<file path="config.mk">
export PLATFORM = sky130hd
export DESIGN_NAME = threshold_pair_stream
export DESIGN_NICKNAME = d
export VERILOG_FILES = /design/src/rtl/threshold_pair_stream.sv
export SDC_FILE = /design/constraint.sdc
export NUM_CORES = 1
export LEC_CHECK = 0
export CORE_UTILIZATION = 46
export CTS_CLUSTER_SIZE = 10
export DETAILED_ROUTE_END_ITERATION = 12
export PLACE_DENSITY_LB_ADDON = 0.05
export SYNTH_ARGS = -nofsm -noshare
export SYNTH_HDL_FRONTEND = slang
export SYNTH_SLANG_ARGS = --single-unit
</file>
<file path="constraint.sdc">
create_clock -name clk -period 4.5 [get_ports clk]
set_input_delay 0.675 -clock clk [delete_from_list [all_inputs] [get_ports clk]]
set_output_delay 0.675 -clock clk [all_outputs]
set_load 0.05 [all_outputs]
</file>
<file path="src/rtl/threshold_pair_stream.sv">
// threshold_pair_stream
// Binarises RGB pixel pairs against a fixed grey-level threshold and emits
// them as a framed raster: start delay, active lines separated by an idle
// gap, and a one-cycle frame-done pulse that coincides with the last pair.
// Optional build macro: THRESHOLD_INVERT_EN swaps the output polarity, so hit
// pixels become black and non-hit pixels become white.
module threshold_pair_stream #(
  parameter int IMAGE_WIDTH  = 768,
  parameter int IMAGE_HEIGHT = 512,
  parameter int THRESHOLD    = 90,
  parameter int START_DELAY  = 100,
  parameter int LINE_GAP     = 160
) (
  input  logic       clk,
  input  logic       reset,
  input  logic       start,
  input  logic       in_valid,
  output logic       in_ready,
  input  logic [7:0] in_Red_Even,
  input  logic [7:0] in_Green_Even,
  input  logic [7:0] in_Blue_Even,
  input  logic [7:0] in_Red_Odd,
  input  logic [7:0] in_Green_Odd,
  input  logic [7:0] in_Blue_Odd,
  output logic       horizontal_Pulse,
  output logic [7:0] data_Red_Even,
  output logic [7:0] data_Green_Even,
  output logic [7:0] data_Blue_Even,
  output logic [7:0] data_Red_Odd,
  output logic [7:0] data_Green_Odd,
  output logic [7:0] data_Blue_Odd,
  output logic       frame_Done,
  output logic       busy
);

  localparam int PAIRS    = IMAGE_WIDTH / 2;
  localparam int COL_W    = (PAIRS > 1) ? $clog2(PAIRS) : 1;
  localparam int ROW_W    = (IMAGE_HEIGHT > 1) ? $clog2(IMAGE_HEIGHT) : 1;
  localparam int WAIT_MAX = (START_DELAY > LINE_GAP) ? START_DELAY : LINE_GAP;
  localparam int WAIT_W   = (WAIT_MAX > 1) ? $clog2(WAIT_MAX) : 1;

  localparam logic [COL_W-1:0]  COL_LAST   = COL_W'(PAIRS - 1);
  localparam logic [ROW_W-1:0]  ROW_LAST   = ROW_W'(IMAGE_HEIGHT - 1);
  localparam logic [WAIT_W-1:0] WAIT_START = WAIT_W'(START_DELAY - 1);
  localparam logic [WAIT_W-1:0] WAIT_GAP   = WAIT_W'(LINE_GAP - 1);
  // 3*THRESHOLD fits in 10 bits for any 8-bit threshold, as does R+G+B.
  localparam logic [9:0]        THRESH3    = 10'(3 * THRESHOLD);

  typedef enum logic [2:0] {
    S_IDLE,
    S_DELAY,
    S_ACTIVE,
    S_GAP,
    S_DONE
  } state_t;

  state_t            state_q, state_d;
  logic [WAIT_W-1:0] wait_q, wait_d;
  logic [COL_W-1:0]  col_q, col_d;
  logic [ROW_W-1:0]  row_q, row_d;
  logic              in_ready_q, in_ready_d;
  logic              pulse_q, pulse_d;
  logic              done_q, done_d;
  logic              busy_q, busy_d;
  // All three channels of a result pixel are identical, so one byte each.
  logic [7:0]        even_q, even_d;
  logic [7:0]        odd_q, odd_d;
  logic              accept;

  // Grey-level test of one pixel; the sum is widened so 255*3 cannot wrap.
  function automatic logic [7:0] binarise(input logic [7:0] r,
                                          input logic [7:0] g,
                                          input logic [7:0] b);
    logic [9:0] sum;
    logic       hit;
    sum = {2'b00, r} + {2'b00, g} + {2'b00, b};
    hit = (sum > THRESH3);
`ifdef THRESHOLD_INVERT_EN
    return hit ? 8'd0 : 8'd255;
`else
    return hit ? 8'd255 : 8'd0;
`endif
  endfunction

  // in_ready_q mirrors the ACTIVE state, so this is the full handshake.
  assign accept = in_valid & in_ready_q;

  // Next-state: frame sequencing, raster counters and result capture.
  always_comb begin
    state_d = state_q;
    wait_d  = wait_q;
    col_d   = col_q;
    row_d   = row_q;
    pulse_d = 1'b0;
    even_d  = even_q;
    odd_d   = odd_q;

    case (state_q)
      S_IDLE: begin
        if (start) begin
          state_d = S_DELAY;
          wait_d  = WAIT_START;
        end
      end
      S_DELAY: begin
        if (wait_q == '0) begin
          state_d = S_ACTIVE;
          col_d   = '0;
          row_d   = '0;
        end else begin
          wait_d = wait_q - 1'b1;
        end
      end
      S_ACTIVE: begin
        if (accept) begin
          if (col_q == COL_LAST) begin
            col_d = '0;
            if (row_q == ROW_LAST) begin
              state_d = S_DONE;
            end else begin
              row_d   = row_q + 1'b1;
              state_d = S_GAP;
              wait_d  = WAIT_GAP;
            end
          end else begin
            col_d = col_q + 1'b1;
          end
        end
      end
      S_GAP: begin
        if (wait_q == '0) begin
          state_d = S_ACTIVE;
        end else begin
          wait_d = wait_q - 1'b1;
        end
      end
      S_DONE: begin
        state_d = S_IDLE;
      end
      default: begin
        state_d = S_IDLE;
      end
    endcase

    if (accept) begin
      pulse_d = 1'b1;
      even_d  = binarise(in_Red_Even, in_Green_Even, in_Blue_Even);
      odd_d   = binarise(in_Red_Odd, in_Green_Odd, in_Blue_Odd);
    end

    // Status outputs are registered copies of the upcoming state.
    in_ready_d = (state_d == S_ACTIVE);
    busy_d     = (state_d != S_IDLE);
    done_d     = (state_d == S_DONE);
  end

  // State and output registers; reset clears everything, so an aborted
  // frame never produces frame_Done.
  always_ff @(posedge clk) begin
    if (reset) begin
      state_q    <= S_IDLE;
      wait_q     <= '0;
      col_q      <= '0;
      row_q      <= '0;
      in_ready_q <= 1'b0;
      pulse_q    <= 1'b0;
      done_q     <= 1'b0;
      busy_q     <= 1'b0;
      even_q     <= 8'd0;
      odd_q      <= 8'd0;
    end else begin
      state_q    <= state_d;
      wait_q     <= wait_d;
      col_q      <= col_d;
      row_q      <= row_d;
      in_ready_q <= in_ready_d;
      pulse_q    <= pulse_d;
      done_q     <= done_d;
      busy_q     <= busy_d;
      even_q     <= even_d;
      odd_q      <= odd_d;
    end
  end

  assign in_ready         = in_ready_q;
  assign horizontal_Pulse = pulse_q;
  assign frame_Done       = done_q;
  assign busy             = busy_q;
  assign data_Red_Even    = even_q;
  assign data_Green_Even  = even_q;
  assign data_Blue_Even   = even_q;
  assign data_Red_Odd     = odd_q;
  assign data_Green_Odd   = odd_q;
  assign data_Blue_Odd    = odd_q;

endmodule

</file>
# Word level (Yosys, flattened, before mapping)
# Cells that the tools add are included.
[classes]
addsub = 7
multipliers = 0
div_mod_pow = 0
order_cmp = 2
eq_ne = 13
n_shift = 0
n_mux = 23
bitwise = 1
reduce_logical = 9
[ops]
columns = ["cell", "count"]
rows = [
  ["$mux W8", 7],
  ["$mux W9", 6],
  ["$pmux W9 S2", 2],
  ["$pmux W8 S3", 1],
  ["$add A9 B8 Y10", 2],
  ["$gt A10 B9 Y1 const B", 2],
  ["$add A8 B8 Y9", 2],
  ["$add A9 B1 Y9 const B", 2],
  ["$eq A9 B9 Y1 const B", 2],
  ["$mux W3", 5],
  ["$ne A2 B2 Y1 const B", 6],
  ["$eq A3 B2 Y1 const B", 3],
  ["$pmux W3 S3", 1],
  ["$logic_not A8 Y1", 1],
  ["$sub A8 B1 Y8 const B", 1],
  ["$reduce_and A6 Y1", 1],
  ["$reduce_bool A3 Y1", 2],
  ["$reduce_and A5 Y1", 1],
  ["$eq A3 B1 Y1 const B", 1],
  ["$eq A3 B3 Y1 const B", 1],
  ["$logic_not A3 Y1", 1],
  ["$reduce_and A3 Y1", 1],
  ["$reduce_bool A2 Y1", 1],
  ["$reduce_or A2 Y1", 1],
  ["2 further kinds", 2],
]
[totals]
reg_bits = 49
latchBits = 0
ram_bits = 0
romBits = 0
input_bits = 52
word_cells = 65
mem_count = 0

# Depth between registers and ports, before layout
[logic_depth]
ltp_word = 6
mapped_depth = 12
ltp_nobuf = 12

# Worst setup path before layout
# No wires, ideal clock.
[synth_timing]
path_kind = "input port to flip-flop"
start = "input in_Red_Even[1]"
end = "register even_q[6] (netlist: data_Blue_Even[6])"
setup_time_ns = 0.122
t_arrival_ns = 2.930
required_ns = 4.378
setup_slack_ns = 1.448
cell_stages = 12
path_buffers = 0
path_cell_list = "inv_1 -> fa_1 -> inv_1 -> ha_1 -> inv_1 -> fa_1 -> nor2b_1 -> o211ai_1 -> a21boi_0 -> o21a_1 -> o31ai_1 -> a221o_1"
[synth_between]
elab_chain_len = 4
[synth_rtl]
columns = ["element", "line", "source"]
rows = [
  ["start, declared", "19", "input logic [7:0] in_Red_Even,"],
  ["$add A8 B8 Y9", "76", "sum = {2'b00, r} + {2'b00, g} + {2'b00, b};"],
  ["$add A9 B8 Y10", "76", ""],
  ["$gt A10 B9 Y1", "77", "hit = (sum > THRESH3);"],
  ["$mux W8", "81", "return hit ? 8'd255 : 8'd0;"],
  ["end signal, assigned", "180", "even_q <= even_d;"],
  ["end, declared", "66", "logic [7:0] even_q, even_d;"],
]
# Every way passes these cells.
# A chain may end at the register's enable or synchronous reset.

# Final worst setup path
# Ends and elaborated chain as after synthesis.

==> impl_metrics.ini <==
[layout]
fin_area_um2 = 4130
final_cell_mix = clkdlybuf4s50_1 (103), nor2_1 (38), inv_1 (35), dfxtp_1 (35), a21oi_1 (27)
syn2layout_area_growth_pct = 25.6
final_common_cell = clkdlybuf4s50_1
design.final.nets = 534
layout-drive-gt1-share_pct = 6.49
antenna_cells = 0

[clock_network]
cts_tree = yes
cts_root_buf = clkbuf_8
cts_resized = 0
ctsHoldBuffers = 0
clkTransAtPathRegs_ns = 0.08
cts_sinks = 35
cts_htree_levels = 2
cts_buffer_depth = 2
clkLatencyLatePin_ns = 0.30
numCtsBuffers = 5
postCtsSetupBuffers = 0

[run]
maxCapViolations = 0

[placement]
dpl.hpwl_um = 5270
place_area_um2 = 4020
port_buffers = 103
gp_congestion = 0.837

[sta]
rsz0062_at_grt = no
tightest_slew_ns = 0.754
timing.final.crit_period_ns = 3.40
fin_crit_sh_pct = 75.5
drv_slew = 0
setup_viol = 0
final.setup_skew_ns = 0.00804
max_freq_mhz = 294
setup_tns_ns = 0
holdWs_ns = 0.466
relSlewSlack_pct = 49.7
final-hold-violation-count = 0

[synth]
synth_compound_area_share_pct = 16.1
async_flop_share_pct = 0
yosys_warnings = 0
synth_ff_type = dfxtp_1
synth_nets = 477
synth_cell_types = 65
yosys.area_share.simple_pct = 23.2
synth_fa_ha_area_share_pct = 17.8
syn_avg_cell_area_um2 = 8.46
syn-cell-area_um2 = 3290
netlist_instances = 389
synth.area.mux_share_pct = 0.608
synth-edff-count = 0
synth_xor_xnor_area_share_pct = 3.99
yosysSeqAreaShare_pct = 21.3
yosys_register_bits = 35
synth_top_family_by_area = simple AND/OR/NAND/NOR gates

[die]
die_w_um = 86.6
rows = 30
core_area_um2 = 6870
dieHeight_um = 86.6
io_pins = 104
start_util_pct = 47.9
die-area_um2 = 7500

[route]
drc = 0
drtPass1Iterations = 4
dr.first_iter.drc_count = 96
ant_nets = 0
viasPerCell = 5.20
wire_per_inst_um = 12.4
finalWirelength_um = 6740
vias = 2826

[critical_path]
cp-start-kind = input pin
cp-end-kind = register
required_ns = 4.68
rr_startpoint = row_q[0]
worstPathMaxFanout = 4
path_class = input pin to register
worstSetupStartpoint = in_Red_Even[1]
cp.arrival_ns = 3.58

[grt]
grt_overflow = 0
grt_pass1_wl_um = 11500
grt_pass1_vias = 2630
grt.total_usage_pct = 19.1
antenna_found_initial = 0
grt_max_degree = 27

[worst_hold_path]
worstHoldStart = row_q[8]
min-delay-path-class = register to register

[power_and_ir_drop]
ir_drop_uv = 249
powerDensity_nw_per_um2 = 312
leakage_nw = 1.61

[outcome]
status = complete, no violations
==> state kept, by name (all words and copies together), names as in the netlist <==
register,flops
busy,1
data_Blue_Odd,1
horizontal_Pulse,1
in_ready,1
data_Blue_Even,1
state_q,3
wait_q,8
col_q,9
row_q,9
frame_Done,1
==> area by class of cell <==
cell class	count	area [um^2]
inverter	35	131
sequential	35	701
clock inverter	3	43.8
fill	623	2740
clock buffer	5	68.8
multi-input combinational	265	2030
tap	96	120
timing repair buffer	104	1040
==> where the power goes <==
part / switching (mW) / total (mW) / leakage (nW) / internal (mW)
Combinational: 0.363 / 0.627 / 1.27 / 0.265
Sequential: 0.0397 / 0.371 / 0.284 / 0.332
Clock: 0.125 / 0.290 / 0.0581 / 0.165
Total: 0.527 / 1.29 / 1.61 / 0.761
==> worst paths after layout <==
kind                  endpoint  slack [ns]  depth (start not counted)
max          data_Blue_Even[6]        1.10                         13
min                   row_q[8]        0.47                          2
max reg2reg           row_q[5]        2.00                          8
min reg2reg           row_q[8]        0.47                          2
==> kinds of logic after synthesis <==
| logic type | Yosys count |
|---|---|
| AOI/OAI and AO/OA | 79 |
| adders and majority gates | 36 |
| muxes | 2 |
| buffers and inverters | 89 |
| and+or+nand+nor | 133 |
| xor gates and xnor gates | 15 |
| DFF | 35 |
==> critical path: stages <==
cell,delay [ns]
clkdlybuf4s50_1,0.45
inv_1,0.05
fa_1,0.46
inv_1,0.06
ha_1,0.17
inv_1,0.06
fa_1,0.39
nor2b_1,0.21
o211ai_1,0.10
a21boi_0,0.39
o21a_1,0.17
o31ai_1,0.07
a221o_1,0.32
==> routing by layer <==
| metal | vias to the layer above | wire length (um) | global-route usage (%) |
|---|---|---|---|
| met3 | 6 | 368 | 3.14 |
| met2 | 91 | 3200 | 33.7 |
| met4 | 0 | 54 | 6.21 |
| met1 | 1307 | 3120 | 23.6 |
| met5 | - | 0 | 0 |
| li1 | 1422 | - | - |
==> per-stage QoR <==
step	utilization [%]	setup slack, ns	power (mW)	std cells
6_report	60.1	1.10	1.29	543
5_1_grt	60.1	0.885	1.38	543
4_1_cts	60.1	1.11	1.30	543
3_5_place_dp	58.5	0.807	1.00	535
3_3_place_gp	58.5	0.877	0.997	535
2_1_floorplan	-	1.45	0.882	389
==> Yosys cell counts (all sizes together), types with 2 or more instances <==
master | count | area share [%]
buf | 49 | 11
nor2 | 38 | 4.3
dfxtp | 35 | 21
inv | 35 | 4.0
a21oi | 28 | 4.4
nand2 | 23 | 2.9
fa | 18 | 11
ha | 18 | 6.8
nor3 | 17 | 2.6
o21ai | 16 | 2.4
xor2 | 12 | 3.2
nand3 | 9 | 1.5
nand4 | 8 | 1.5
and3 | 5 | 0.95
a211oi | 4 | 0.91
clkbuf | 4 | 0.80
nor2b | 4 | 0.76
nor3b | 4 | 1.3
or4b | 4 | 1.4
a22oi | 3 | 1.1
nand2b | 3 | 0.57
nor4 | 3 | 1.0
o2111ai | 3 | 0.80
o211ai | 3 | 0.68
o21a | 3 | 0.68
o21bai | 3 | 0.68
or3 | 3 | 0.61
xnor2 | 3 | 0.80
a21o | 2 | 0.49
mux2i | 2 | 0.61
nand3b | 2 | 0.46
o2bb2ai | 2 | 0.53
o31a | 2 | 0.53
or3b | 2 | 0.53
or4 | 2 | 0.46
(Power assumes the default switching activity.)
